## src/rtl/ex_stage.sv

```systemverilog
// Execute stage: forwarding muxes, ALU, and a background 32-iteration unsigned mul/div unit with HI/LO.
// Latency: ALU path is combinational (0 cycles); MULTU/DIVU results land in HI/LO 32 edges after acceptance.
// Backpressure: ex_stall holds upstream stages while an HI/LO reader or a new mul/div meets a busy unit.
module ex_stage (
    input  logic        clk,
    input  logic        reset,
    input  logic [31:0] ReadData1_in,
    input  logic [31:0] ReadData2_in,
    input  logic [31:0] SignExtImm_in,
    input  logic [4:0]  Rt_in,
    input  logic [4:0]  Rd_in,
    input  logic [5:0]  Funct_in,
    input  logic [3:0]  ALUOp_in,
    input  logic        RegDst_in,
    input  logic        ALUSrc_in,
    input  logic        MemtoReg_in,
    input  logic        RegWrite_in,
    input  logic        MemRead_in,
    input  logic        MemWrite_in,
    input  logic [1:0]  ForwardA,
    input  logic [1:0]  ForwardB,
    input  logic [31:0] ex_mem_result,
    input  logic [31:0] mem_wb_data,
    output logic [31:0] ALUResult_out,
    output logic [31:0] WriteData_out,
    output logic [4:0]  WriteReg_out,
    output logic        RegWrite_out,
    output logic        MemRead_out,
    output logic        MemWrite_out,
    output logic        MemtoReg_out,
    output logic        ex_stall,
    output logic        muldiv_busy
);

    localparam logic [3:0] OP_ADD   = 4'b0000;
    localparam logic [3:0] OP_SUB   = 4'b0001;
    localparam logic [3:0] OP_RTYPE = 4'b0010;
    localparam logic [3:0] OP_AND   = 4'b0011;
    localparam logic [3:0] OP_OR    = 4'b0100;
    localparam logic [3:0] OP_SLT   = 4'b0101;

    localparam logic [5:0] FN_ADD   = 6'b100000;
    localparam logic [5:0] FN_SUB   = 6'b100010;
    localparam logic [5:0] FN_AND   = 6'b100100;
    localparam logic [5:0] FN_OR    = 6'b100101;
    localparam logic [5:0] FN_SLT   = 6'b101010;
    localparam logic [5:0] FN_MFHI  = 6'b010000;
    localparam logic [5:0] FN_MFLO  = 6'b010010;
    localparam logic [5:0] FN_MULTU = 6'b011001;
    localparam logic [5:0] FN_DIVU  = 6'b011011;

    typedef enum logic {S_IDLE, S_RUN} md_state_t;

    md_state_t   state_q;
    logic [5:0]  cnt_q;
    logic [63:0] work_q;
    logic [31:0] dvs_q;
    logic        op_div_q;
    logic [31:0] hi_q;
    logic [31:0] lo_q;

    logic [31:0] fwd_a;
    logic [31:0] fwd_b;
    logic [31:0] op_b;
    logic        is_rtype;
    logic        is_mfhi;
    logic        is_mflo;
    logic        is_multu;
    logic        is_divu;
    logic        is_md;
    logic        md_start;

    logic [32:0] mul_sum;
    logic [32:0] div_rem;
    logic [32:0] div_diff;
    logic [63:0] mul_d;
    logic [63:0] div_d;
    logic [63:0] work_d;

    // Operand forwarding: 10 picks EX/MEM, 01 picks MEM/WB, anything else uses the ID/EX value.
    always_comb begin
        fwd_a = ReadData1_in;
        fwd_b = ReadData2_in;
        case (ForwardA)
            2'b10:   fwd_a = ex_mem_result;
            2'b01:   fwd_a = mem_wb_data;
            default: fwd_a = ReadData1_in;
        endcase
        case (ForwardB)
            2'b10:   fwd_b = ex_mem_result;
            2'b01:   fwd_b = mem_wb_data;
            default: fwd_b = ReadData2_in;
        endcase
    end

    assign op_b     = ALUSrc_in ? SignExtImm_in : fwd_b;
    assign is_rtype = (ALUOp_in == OP_RTYPE);
    assign is_mfhi  = is_rtype && (Funct_in == FN_MFHI);
    assign is_mflo  = is_rtype && (Funct_in == FN_MFLO);
    assign is_multu = is_rtype && (Funct_in == FN_MULTU);
    assign is_divu  = is_rtype && (Funct_in == FN_DIVU);
    assign is_md    = is_multu || is_divu;

    assign muldiv_busy = (state_q == S_RUN);
    assign ex_stall    = muldiv_busy && (is_mfhi || is_mflo || is_md);
    // Unit can only be idle when not stalled, so this also implies IDLE.
    assign md_start    = is_md && !ex_stall;

    // ALU result; mul/div issue slots return zero, HI/LO moves read the current registers.
    always_comb begin
        ALUResult_out = 32'd0;
        case (ALUOp_in)
            OP_ADD: ALUResult_out = fwd_a + op_b;
            OP_SUB: ALUResult_out = fwd_a - op_b;
            OP_AND: ALUResult_out = fwd_a & op_b;
            OP_OR:  ALUResult_out = fwd_a | op_b;
            OP_SLT: ALUResult_out = {31'd0, $signed(fwd_a) < $signed(op_b)};
            OP_RTYPE: begin
                case (Funct_in)
                    FN_ADD:  ALUResult_out = fwd_a + op_b;
                    FN_SUB:  ALUResult_out = fwd_a - op_b;
                    FN_AND:  ALUResult_out = fwd_a & op_b;
                    FN_OR:   ALUResult_out = fwd_a | op_b;
                    FN_SLT:  ALUResult_out = {31'd0, $signed(fwd_a) < $signed(op_b)};
                    FN_MFHI: ALUResult_out = hi_q;
                    FN_MFLO: ALUResult_out = lo_q;
                    default: ALUResult_out = 32'd0;
                endcase
            end
            default: ALUResult_out = 32'd0;
        endcase
    end

    assign WriteData_out = fwd_b;
    assign WriteReg_out  = RegDst_in ? Rd_in : Rt_in;
    assign RegWrite_out  = RegWrite_in && !ex_stall && !is_md;
    assign MemRead_out   = MemRead_in && !ex_stall;
    assign MemWrite_out  = MemWrite_in && !ex_stall;
    assign MemtoReg_out  = MemtoReg_in;

    // One mul/div iteration: shift-add multiply or restoring divide on the working register.
    always_comb begin
        mul_sum  = {1'b0, work_q[63:32]} + (work_q[0] ? {1'b0, dvs_q} : 33'd0);
        mul_d    = {mul_sum, work_q[31:1]};
        div_rem  = {work_q[63:32], work_q[31]};
        div_diff = div_rem - {1'b0, dvs_q};
        if (!div_diff[32]) begin
            div_d = {div_diff[31:0], work_q[30:0], 1'b1};
        end else begin
            div_d = {div_rem[31:0], work_q[30:0], 1'b0};
        end
        work_d = op_div_q ? div_d : mul_d;
    end

    // Mul/div sequencer: latch operands on start, iterate 32 times, commit HI/LO on the last edge.
    always_ff @(posedge clk or posedge reset) begin
        if (reset) begin
            state_q  <= S_IDLE;
            cnt_q    <= 6'd0;
            work_q   <= 64'd0;
            dvs_q    <= 32'd0;
            op_div_q <= 1'b0;
            hi_q     <= 32'd0;
            lo_q     <= 32'd0;
        end else begin
            case (state_q)
                S_IDLE: begin
                    if (md_start) begin
                        state_q  <= S_RUN;
                        cnt_q    <= 6'd32;
                        work_q   <= {32'd0, fwd_a};
                        dvs_q    <= op_b;
                        op_div_q <= is_divu;
                    end
                end
                S_RUN: begin
                    work_q <= work_d;
                    cnt_q  <= cnt_q - 6'd1;
                    if (cnt_q == 6'd1) begin
                        hi_q    <= work_d[63:32];
                        lo_q    <= work_d[31:0];
                        state_q <= S_IDLE;
                    end
                end
                default: state_q <= S_IDLE;
            endcase
        end
    end

endmodule

```

## config.mk

```make
export PLATFORM = sky130hd
export DESIGN_NAME = ex_stage
export DESIGN_NICKNAME = d
export VERILOG_FILES = /design/src/rtl/ex_stage.sv
export SDC_FILE = /design/constraint.sdc
export NUM_CORES = 1
export LEC_CHECK = 0
export CORE_MARGIN = 5
export CORE_UTILIZATION = 45
export CTS_CLUSTER_DIAMETER = 40
export CTS_CLUSTER_SIZE = 40
export DETAILED_ROUTE_END_ITERATION = 8
export GPL_ROUTABILITY_DRIVEN = 1
export GPL_TIMING_DRIVEN = 0
export PLACE_DENSITY = 0.76
export RECOVER_POWER = 50
export SLEW_MARGIN = 30
export SYNTH_ARGS = -nofsm -noshare
export SYNTH_HDL_FRONTEND = slang
export SYNTH_SLANG_ARGS = --single-unit
```

## constraint.sdc

```tcl
create_clock -name clk -period 11.6 [get_ports clk]
set_clock_uncertainty 0.2 [all_clocks]
set_input_delay 3.48 -clock clk [delete_from_list [all_inputs] [get_ports clk]]
set_output_delay 3.48 -clock clk [all_outputs]
set_load 0.05 [all_outputs]
```

# ---- Word-level counts from Yosys, hierarchy flattened
# Index checks and enable logic that the tools add are counted.
dict set report totals {
  ff_bits 168
  inputBits 192
  word_cells 70
}
dict set report op_classes {
  addsub 5
  magnitude_cmp 1
  n_eq_ne 20
  muxes 16
  n_bitwise 3
  n_reduce_logical 18
}
# op n
set ops {}
lappend ops {{$pmux 32 s7} 1}
lappend ops {{$mux 64} 3}
lappend ops {{$pmux 32 s6} 1}
lappend ops {{$pmux 32 s2} 2}
lappend ops {{$pmux 64 s2} 1}
lappend ops {{$mux 32} 2}
lappend ops {{$add 32x32->33} 1}
lappend ops {{$sub 33x32->33} 1}
lappend ops {{$add 32x32->32} 1}
lappend ops {{$and 32x32->32} 1}
lappend ops {{$lt 32x32->1} 1}
lappend ops {{$or 32x32->32} 1}
lappend ops {{$sub 32x32->32} 1}
lappend ops {{$eq 6x6->1 const B} 5}
lappend ops {{$eq 6x5->1 const B} 4}
lappend ops {{$pmux 6 s2} 1}
lappend ops {{$logic_and 1x1->1} 10}
lappend ops {{$eq 4x2->1 const B} 2}
lappend ops {{$eq 4x3->1 const B} 2}
lappend ops {{$eq 6x1->1 const B} 1}
lappend ops {{$mux 6} 1}
lappend ops {{$sub 6x1->6 const B} 1}
lappend ops {{$mux 5} 1}
lappend ops {{$eq 2x1->1 const B} 2}
lappend ops {{other kinds (10)} 16}

# ---- Logic depth before layout (Yosys ltp)
# Gate-level depths: netlist of the first run.
dict set report depth {
  word_depth 9
  mapped_depth 21
}

# ---- Worst setup path after synthesis of the first run
# No wires, ideal clock.
dict set report synth_path {
  path_kind {in2out}
  startpoint {input ForwardB[0]}
  endpoint {output ALUResult_out[30]}
  arrival_time_ns 8.298
  required_ns 7.920
  path_slack_ns -0.378
  stages 20
  n_path_buf 2
  path_cell_list {inv_1 > ha_1 > clkbuf_1 > buf_1 > a21oi_1 > nor2_1 > a21oi_1 > inv_1 > ha_1 > inv_1 > fa_1 > nor2b_1 > o311ai_1 > a2111oi_1 > o31a_1 > o31a_1 > o41a_1 > a221oi_2 > mux2_2 > o22ai_1}
}
dict set report synth_via {
  elab_chain_cells 6
}
# element line_no
set synth_lines {}
lappend synth_lines {{start: declaration} 21} ;# input logic [1:0] ForwardB,
lappend synth_lines {{$eq 2x1->1 / $eq 2x2->1 (equally long branches)} 89} ;# case (ForwardB)
lappend synth_lines {{$pmux 32 s2 *} 89}
lappend synth_lines {{$mux 32 *} 96} ;# assign op_b = ALUSrc_in ? SignExtImm_in : fwd_b;
lappend synth_lines {{net op_b[0]} 64} ;# logic [31:0] op_b;
lappend synth_lines {{$sub 32x32->32 / $add 32x32->32 (equally long branches)} -}
lappend synth_lines {{$pmux 32 s7} 119} ;# case (Funct_in)
lappend synth_lines {{$pmux 32 s6 *} 112} ;# case (ALUOp_in)
lappend synth_lines {{end: declaration} 24} ;# output logic [31:0] ALUResult_out,
# The timed path passes the listed nets; every way through them passes the cells marked *.

# ---- Worst setup path in the final report of the first run
dict set report layout_path {
  startpoint {input ForwardB[0]}
  endpoint {output ALUResult_out[31]}
}
# Same word-level chain as after synthesis.

==> results of run 1 <==
==> worst register-to-register path, delay by kind of cell, from the launching register on <==
kind                     cells  cell delay (ns)
buffers and inverters        4             1.39
AO/OA/AOI/OAI                7             2.32
flip-flops                   1             0.47
adder cells (fa/ha/maj)      2             0.60
AND/OR/NAND/NOR              1             0.28
==> layout make-up <==
class | instances | share of cell area
Timing Repair Buffer | 290 | 0.1154
Sequential cell | 168 | 0.1741
Clock inverter | 10 | 0.003937
Multi-Input combinational cell | 2049 | 0.5960
Buffer | 166 | 0.03388
Tap cell | 539 | 0.02792
Antenna cell | 1 | 0.0001036
Clock buffer | 21 | 0.01989
Inverter | 185 | 0.02880
==> what timing repair did <==
item,CTS,global route
pin swaps,16,9
cloned,1,0
buffers inserted,16,7
gates resized for setup,279,56
setup endpoints to repair,32,28
==> worst paths after layout <==
kind,from,to,slack [ns],cells after the start
max,ForwardB[0],ALUResult_out[31],-0.04,21
min,lo_q[24],lo_q[24],0.29,2
min reg2reg,lo_q[24],lo_q[24],0.29,2
max reg2reg,work_q[31],hi_q[27],6.25,14
min in group asynchronous,reset,work_q[37],3.51,2
max in group asynchronous,reset,lo_q[22],2.32,4
==> power by group through the flow <==
stage / logic, mW / registers, mW / clock network, mW
after floorplan: 2.13 / 0.915 / 0
after global placement: 2.95 / 0.991 / 0
after detailed placement: 3.00 / 1.00 / 0
after CTS: 3.08 / 0.992 / 0.562
after global routing: 3.41 / 1.02 / 0.588
final: 3.18 / 1.00 / 0.564
==> synth_stat cells (6+ instances only) <==
cell / instances
a211o_1: 15
a211oi_1: 55
a21boi_0: 8
a21o_1: 56
a21oi_1: 267
a221o_1: 33
a221oi_1: 43
a22oi_1: 37
a31oi_1: 18
and2_1: 41
and3_1: 35
and4_1: 6
buf_1: 19
clkbuf_1: 151
dfrtp_1: 168
ha_1: 168
inv_1: 184
mux2_2: 33
mux2i_1: 97
nand2_1: 150
nand2b_1: 19
nand3_1: 54
nand3b_1: 7
nand4_1: 18
nor2_1: 307
nor2b_1: 25
nor3_1: 35
nor3b_1: 9
nor4_1: 7
o211ai_1: 29
o21a_1: 17
o21ai_0: 194
o21bai_1: 18
o221a_2: 9
o221ai_1: 9
o22ai_1: 40
o311ai_0: 6
o31a_1: 7
o31ai_1: 11
or2_2: 7
or3_1: 14
xnor2_1: 33
xor2_1: 25
==> kinds of logic (layout without fill, tap and decap cells) <==
| logic type | count (synthesis) | count (layout) | share of synthesized area |
|---|---|---|---|
| buffers and inverters | 363 | 672 | 0.07170 |
| xor gates and xnor gates | 58 | 58 | 0.02634 |
| adders and majority gates | 172 | 172 | 0.1132 |
| DFF | 168 | 168 | 0.2180 |
| and+or+nand+nor | 750 | 750 | 0.1823 |
| muxes | 130 | 130 | 0.06963 |
| AOI/OAI and AO/OA | 939 | 939 | 0.3189 |
| other | 0 | 1 | 0 |
==> registers in the layout (all words and copies together), names as in the netlist <==
name         flops
op_div_q         1
lo_q            32
cnt_q            6
dvs_q           32
work_q          64
muldiv_busy      1
hi_q            32
==> metrics by stage <==
step | total power [mW] | TNS, ns | worst slack [ns] | hold slack (ns)
after global placement | 3.940 | -56.76 | -3.024 | 0.2616
final | 4.749 | -0.05060 | -0.04042 | 0.2860
after global routing | 5.023 | -0.5523 | -0.1744 | 0.3046
after detailed placement | 3.999 | -56.47 | -3.008 | 0.2701
after CTS | 4.636 | 0 | 0.01340 | 0.2841
after floorplan | 3.042 | -0.05511 | -0.05511 | 0.2478
==> layer usage <==
metal,vias to the layer above,part of all wire,GRT usage
li1,10000,-,-
met5,-,0,0
met3,246,0.10,0.07407
met2,1323,0.45,0.5480
met1,10840,0.40,0.4740
met4,0,0.040,0.1258
==> results.py, run 1 <==
metrics = {
    "status": {
        "status": "finished, violations left",
        "violations": "capacitance limit, slew limit, setup timing",
    },
    "logic_synthesis": {
        "synth_ff_type": "dfrtp_1",
        "ys_seq_elements": 168,
        "synth_cell_types": 79,
        "syn_avg_cell_area_um2": 7.474,
        "synth_cells": 2580,
        "synth_top_cell_area_share": 0.2180,
        "synthTopCellsByArea": "dfrtp_1 (22%), ha_1 (11%), a21oi_1 (6.9%)",
        "synthesis.area_um2": 19280,
        "async_reset_ff_frac": 1.000,
        "ys_seq_area_frac": 0.2180,
        "synth_fp_nets": 2944,
        "synth_edf_count": 0,
        "yosysWarnings": 0,
        "yosysTopAreaCell": "dfrtp_1",
    },
    "clock_tree": {
        "cts_max_path_buffers": 2,
        "htreeDepth": 4,
        "numCtsBuffers": 17,
        "ctsHoldBuffers": 0,
        "clk_pin_slew_ns": 0.06,
        "cts_sinks": 168,
        "clk_latency_ns": 0.44,
        "cts_root_buf": "clkbuf_16",
        "cts_tree": "yes",
    },
    "critical_path": {
        "crit_chain": "buf_4, inv_2, ha_4, buf_4, buf_4, clkbuf_2, a21oi_1, nor2_1, a21oi_4, inv_1, ha_1, nor3b_1, nand3_1, or3b_2, nor2_1, nand2_1, o21ai_2, a31oi_1, mux2i_1, o211ai_1, clkdlybuf4s15_2",
        "critPathSlowestCell": "or3b_2",
        "cpLargestDelayFamily": "simple AND/OR/NAND/NOR gates",
        "worstPathArrival_ns": 7.96,
        "critical_path_required_ns": 7.92,
        "critical_path.max_stage_delay_ns": 0.51,
        "end_kind": "output port",
        "cp_max_fo": 10,
        "critPathLaunchType": "primary input",
        "crit_type": "primary input to output port",
        "cp_num_buf_inv": 7,
        "crit_top_cell": "buf_4",
    },
    "detailed_routing": {
        "viasPerCell": 6.536,
        "drcViolationCount": 0,
        "drtPass1Iterations": 7,
        "drtIter0Drc": 2923,
        "ant_nets": 0,
        "wl_per_cell_um": 25.34,
        "wl_um": 86880,
        "num_vias": 22410,
    },
    "floorplan": {
        "die_w_um": 217,
        "die-area_um2": 47090,
        "num_rows": 75,
        "start_util": 0.4576,
        "boundaryPins": 267,
        "die_height_um": 217,
        "core_um2": 42130,
    },
    "place": {
        "dp.cells": 3385,
        "place.port_buffers": 263,
        "dp_hpwl_um": 69550,
        "post_dp_cell_area_um2": 22680,
        "gp_congestion": 0.9924,
    },
    "power_and_ir_drop": {
        "power_frac_comb": 0.670,
        "p_clk_frac": 0.119,
        "ir_worst_vdd_uv": 163.5,
        "seq_power_share": 0.211,
        "p_sw_frac": 0.5132,
        "p_sw_mw": 2.437,
        "power_density_nw_per_um2": 196.6,
        "power.internal_mw": 2.312,
        "p_leak_nw": 10.76,
    },
    "cells_and_area": {
        "finalInstanceArea_um2": 24150,
        "drive_above_1_share": 0.09830,
        "final_common_cell": "nor2_1",
        "n_fill_cell": 3850,
        "final_cells": 3429,
        "finish.utilization": 0.5732,
        "syn_to_final_growth_pct": 25.26,
        "multi_input_area_um2": 14400,
        "mostFrequentLayoutCells": "nor2_1 (302), clkdlybuf4s50_1 (234), a21oi_1 (232), inv_1 (176), dfrtp_1 (168)",
        "regArea_um2": 4204,
        "fin_nets": 3241,
    },
    "global_routing": {
        "grt_max_degree": 74,
        "grt_pass1_vias": 21450,
        "grt_remaining_overflow": 0,
        "antenna_found_initial": 3,
        "grt_first_pass_wirelength_um": 128400,
        "grt.total_usage": 0.3480,
    },
    "timing": {
        "layout_setup_ws_ns": -0.04042,
        "finalCritPeriodShare": 1.003,
        "setup_viol": 2,
        "fmax_ghz": 0.08591,
        "slew_viol_final": 147,
        "worst_pin_slew_ns": 4.002,
        "relSlewSlack": -1.668,
        "min_period_ns": 11.64,
        "hold_viol": 0,
        "rsz0062_at_grt": "yes",
    },
    "flow_run": {
        "maxCapViolCount": 2,
    },
    "hold_path": {
        "hp-class": "flop to flop",
    },
}
No activity file was read; power rests on OpenSTA's default activity.
==> inputs of run 2 (changes only) <==
ABC_AREA = 1   (was unset)
CELL_PAD_IN_SITES_DETAIL_PLACEMENT = 1   (was unset)
CELL_PAD_IN_SITES_GLOBAL_PLACEMENT = 1   (was unset)
CORE_UTILIZATION = 40   (was 45)
PLACE_DENSITY = 0.91   (was 0.76)
==> run 2 against run 1 <==
  * The run ends with capacitance limit, slew limit left
  * Global-route usage fell by 0.35 points
  * Clock-buffer cell count rose by 2
  * Sequential power fell by 15%
  * Via count rose by 7.3%
  * Worst setup slack improved by 0.087 ns
  * Cell area fell by 1.8%
  * Die area rose by 12%
  * Critical path type unchanged
  * Critical endpoint is now ALUResult_out[0]
==> results.py, run 2 <==
metrics = {
    "status": {
        "status": "finished, violations left",
        "violations": "capacitance limit, slew limit",
    },
    "clock_tree": {
        "ctsHoldBuffers": 0,
        "cts_tree": "yes",
        "numCtsBuffers": 17,
        "clk_pin_slew_ns": 0.06,
        "clk_latency_ns": 0.45,
        "htreeDepth": 4,
        "cts_sinks": 168,
        "cts_max_path_buffers": 2,
        "cts_root_buf": "clkbuf_16",
    },
    "floorplan": {
        "boundaryPins": 267,
        "num_rows": 80,
        "core_um2": 47750,
        "die_height_um": 229.5,
        "start_util": 0.4036,
        "die_w_um": 229.5,
        "die-area_um2": 52670,
    },
    "power_and_ir_drop": {
        "p_leak_nw": 11.38,
        "power.internal_mw": 1.962,
        "p_clk_frac": 0.150,
        "total_power_mw": 4.279,
        "ir_worst_vdd_uv": 89.26,
        "power_density_nw_per_um2": 180.4,
        "power_frac_comb": 0.652,
        "p_sw_mw": 2.317,
        "p_sw_frac": 0.5414,
        "seq_power_share": 0.198,
    },
    "critical_path": {
        "critical_path_required_ns": 7.92,
        "crit_chain": "clkdlybuf4s50_1, inv_1, ha_2, inv_1, buf_2, o21ai_2, inv_1, ha_1, inv_1, a21oi_1, o21ai_0, a21oi_1, nor2_1, a211oi_1, nand3_1, nand2_1, nand3_1, nand2_1, nand2_1, nand2_1, buf_4",
        "worstPathArrival_ns": 7.87,
        "critPathLaunchType": "primary input",
        "critical_path.startpoint": "ForwardA[0]",
        "cp_num_buf_inv": 7,
        "cpLargestDelayFamily": "buffers and inverters",
        "critPathSlowestCell": "clkdlybuf4s50_1",
        "end_kind": "output port",
        "cp_max_fo": 10,
        "crit_type": "primary input to output port",
        "critical_path.max_stage_delay_ns": 0.50,
        "r2r-start": "work_q[31]",
    },
    "logic_synthesis": {
        "async_reset_ff_frac": 1.000,
        "ys_seq_area_frac": 0.2181,
        "synth_cell_types": 60,
        "synthesis.area_um2": 19270,
        "ys_seq_elements": 168,
        "synthTopCellsByCount": "nand2_1 (805), inv_1 (401), nor2_1 (267)",
        "synth_fp_nets": 3436,
        "syn_avg_cell_area_um2": 6.274,
        "synth_cells": 3072,
        "synth_edf_count": 0,
        "synth_ff_type": "dfrtp_1",
        "yosysMostFrequentCell": "nand2_1",
        "synth_top_cell_area_share": 0.2181,
        "yosysWarnings": 0,
        "yosysTopAreaCell": "dfrtp_1",
        "synthTopCellsByArea": "dfrtp_1 (22%), nand2_1 (16%), ha_1 (11%)",
    },
    "detailed_routing": {
        "drtIter0Drc": 2064,
        "num_vias": 24040,
        "wl_um": 95660,
        "drcViolationCount": 0,
        "ant_nets": 0,
        "drtPass1Iterations": 6,
        "viasPerCell": 6.019,
        "wl_per_cell_um": 23.95,
    },
    "timing": {
        "worst_pin_slew_ns": 4.312,
        "hold_ws_ns": 0.2986,
        "relSlewSlack": -1.875,
        "layout_setup_ws_ns": 0.04667,
        "fmax_ghz": 0.08656,
        "setup_viol": 0,
        "slew_viol_final": 171,
        "hold_viol": 0,
        "min_period_ns": 11.55,
        "rsz0062_at_grt": "yes",
        "finalCritPeriodShare": 0.9960,
    },
    "cells_and_area": {
        "n_fill_cell": 6380,
        "final_cells": 3994,
        "diodes": 0,
        "regArea_um2": 4204,
        "syn_to_final_growth_pct": 23.05,
        "final_common_cell": "nand2_1",
        "finish.utilization": 0.4967,
        "drive_above_1_share": 0.07280,
        "mostFrequentLayoutCells": "nand2_1 (809), inv_1 (399), nor2_1 (263), clkdlybuf4s50_1 (238), nand3_1 (216)",
        "multi_input_area_um2": 13320,
        "fin_nets": 3730,
        "largest_reg_flops": 64,
        "top_register": "work_q",
    },
    "place": {
        "dp_slack_ns": -1.500,
        "gp_congestion": 1.022,
        "place.port_buffers": 265,
        "dp.cells": 3953,
        "dp_hpwl_um": 77930,
    },
    "global_routing": {
        "grt_first_pass_wirelength_um": 143300,
        "antenna_found_initial": 0,
        "grt_pass1_vias": 25100,
        "grt_max_degree": 94,
        "grt.total_usage": 0.3446,
        "grt_remaining_overflow": 0,
    },
    "hold_path": {
        "hp-start": "hi_q[23]",
        "hp-class": "flop to flop",
    },
    "flow_run": {
        "maxCapViolCount": 2,
    },
}
[run 2: logic make-up (layout without fill, tap and decap cells)]
| kind of cell | Yosys count | after routing | synth area share |
|---|---|---|---|
| and+or+nand+nor | 1400 | 1400 | 0.3029 |
| AOI/OAI and AO/OA | 760 | 760 | 0.2389 |
| buffers and inverters | 530 | 837 | 0.1071 |
| adders and majority gates | 172 | 172 | 0.1132 |
| DFF | 168 | 168 | 0.2181 |
| xor gates and xnor gates | 37 | 37 | 0.01681 |
| muxes | 5 | 5 | 0.002921 |
[run 2: final timing paths]
| kind | end | slack (ns) | cells past startpoint |
|---|---|---|---|
| max in group asynchronous | work_q[29] | 1.38 | 3 |
| min in group asynchronous | lo_q[1] | 4.29 | 2 |
| min | hi_q[23] | 0.30 | 2 |
| max reg2reg | hi_q[18] | 7.13 | 22 |
| max | ALUResult_out[0] | 0.05 | 21 |
| min reg2reg | hi_q[23] | 0.30 | 2 |
[run 2: per-layer routing]
metal,up-vias,part of all wire,global-route usage
met4,0,0.064,0.1955
met1,11660,0.39,0.4072
met3,317,0.074,0.06118
met5,-,0,0
met2,1182,0.47,0.5894
li1,10880,-,-
[run 2: worst register-to-register path: stages (launching register included)]
cell,delay (ns)
dfrtp_1,0.36
inv_1,0.15
ha_1,0.25
inv_1,0.09
fa_1,0.29
nand2_1,0.10
o21ai_0,0.39
nand2_1,0.12
nand2_1,0.18
nand2_2,0.06
nand2_1,0.15
nand3_1,0.12
nand2_1,0.12
nand2_1,0.10
nand2_1,0.10
nand2_1,0.07
nand2_2,0.07
clkbuf_1,0.42
clkbuf_1,0.47
nand2_1,0.13
o211ai_1,0.16
nand3_1,0.20
nand2_1,0.13
[run 2: what timing repair did]
item | 4_1_cts | 5_1_grt
gates resized for setup | 182 | 115
buffers inserted | 5 | 6
pin swaps | 4 | 6
endpoints found under the setup margin | 32 | 28
[run 2: final cells by class]
class	count	share of cell area
inverters	408	0.06463
repair buffers	277	0.1137
multi-input cells	2374	0.5617
clock buffers	23	0.02015
plain buffers	120	0.02316
clock inverters	9	0.006859
flip-flops and latches	168	0.1773
well taps	615	0.03245
[run 2: stage by stage]
stage / area (µm²) / TNS [ns]
6_report: 23720 / 0
5_1_grt: 23720 / -0.2401
4_1_cts: 23570 / -0.8453
3_5_place_dp: 22740 / -33.43
3_3_place_gp: 22700 / -35.01
2_1_floorplan: 19280 / 0
[run 2: power groups by stage]
stage / Clock, mW / Sequential, mW / Combinational, mW
after floorplan: 0 / 0.799 / 1.85
after global placement: 0 / 0.843 / 2.64
after detailed placement: 0 / 0.848 / 2.71
after CTS: 0.639 / 0.841 / 2.76
after global routing: 0.667 / 0.860 / 3.03
final: 0.642 / 0.849 / 2.79
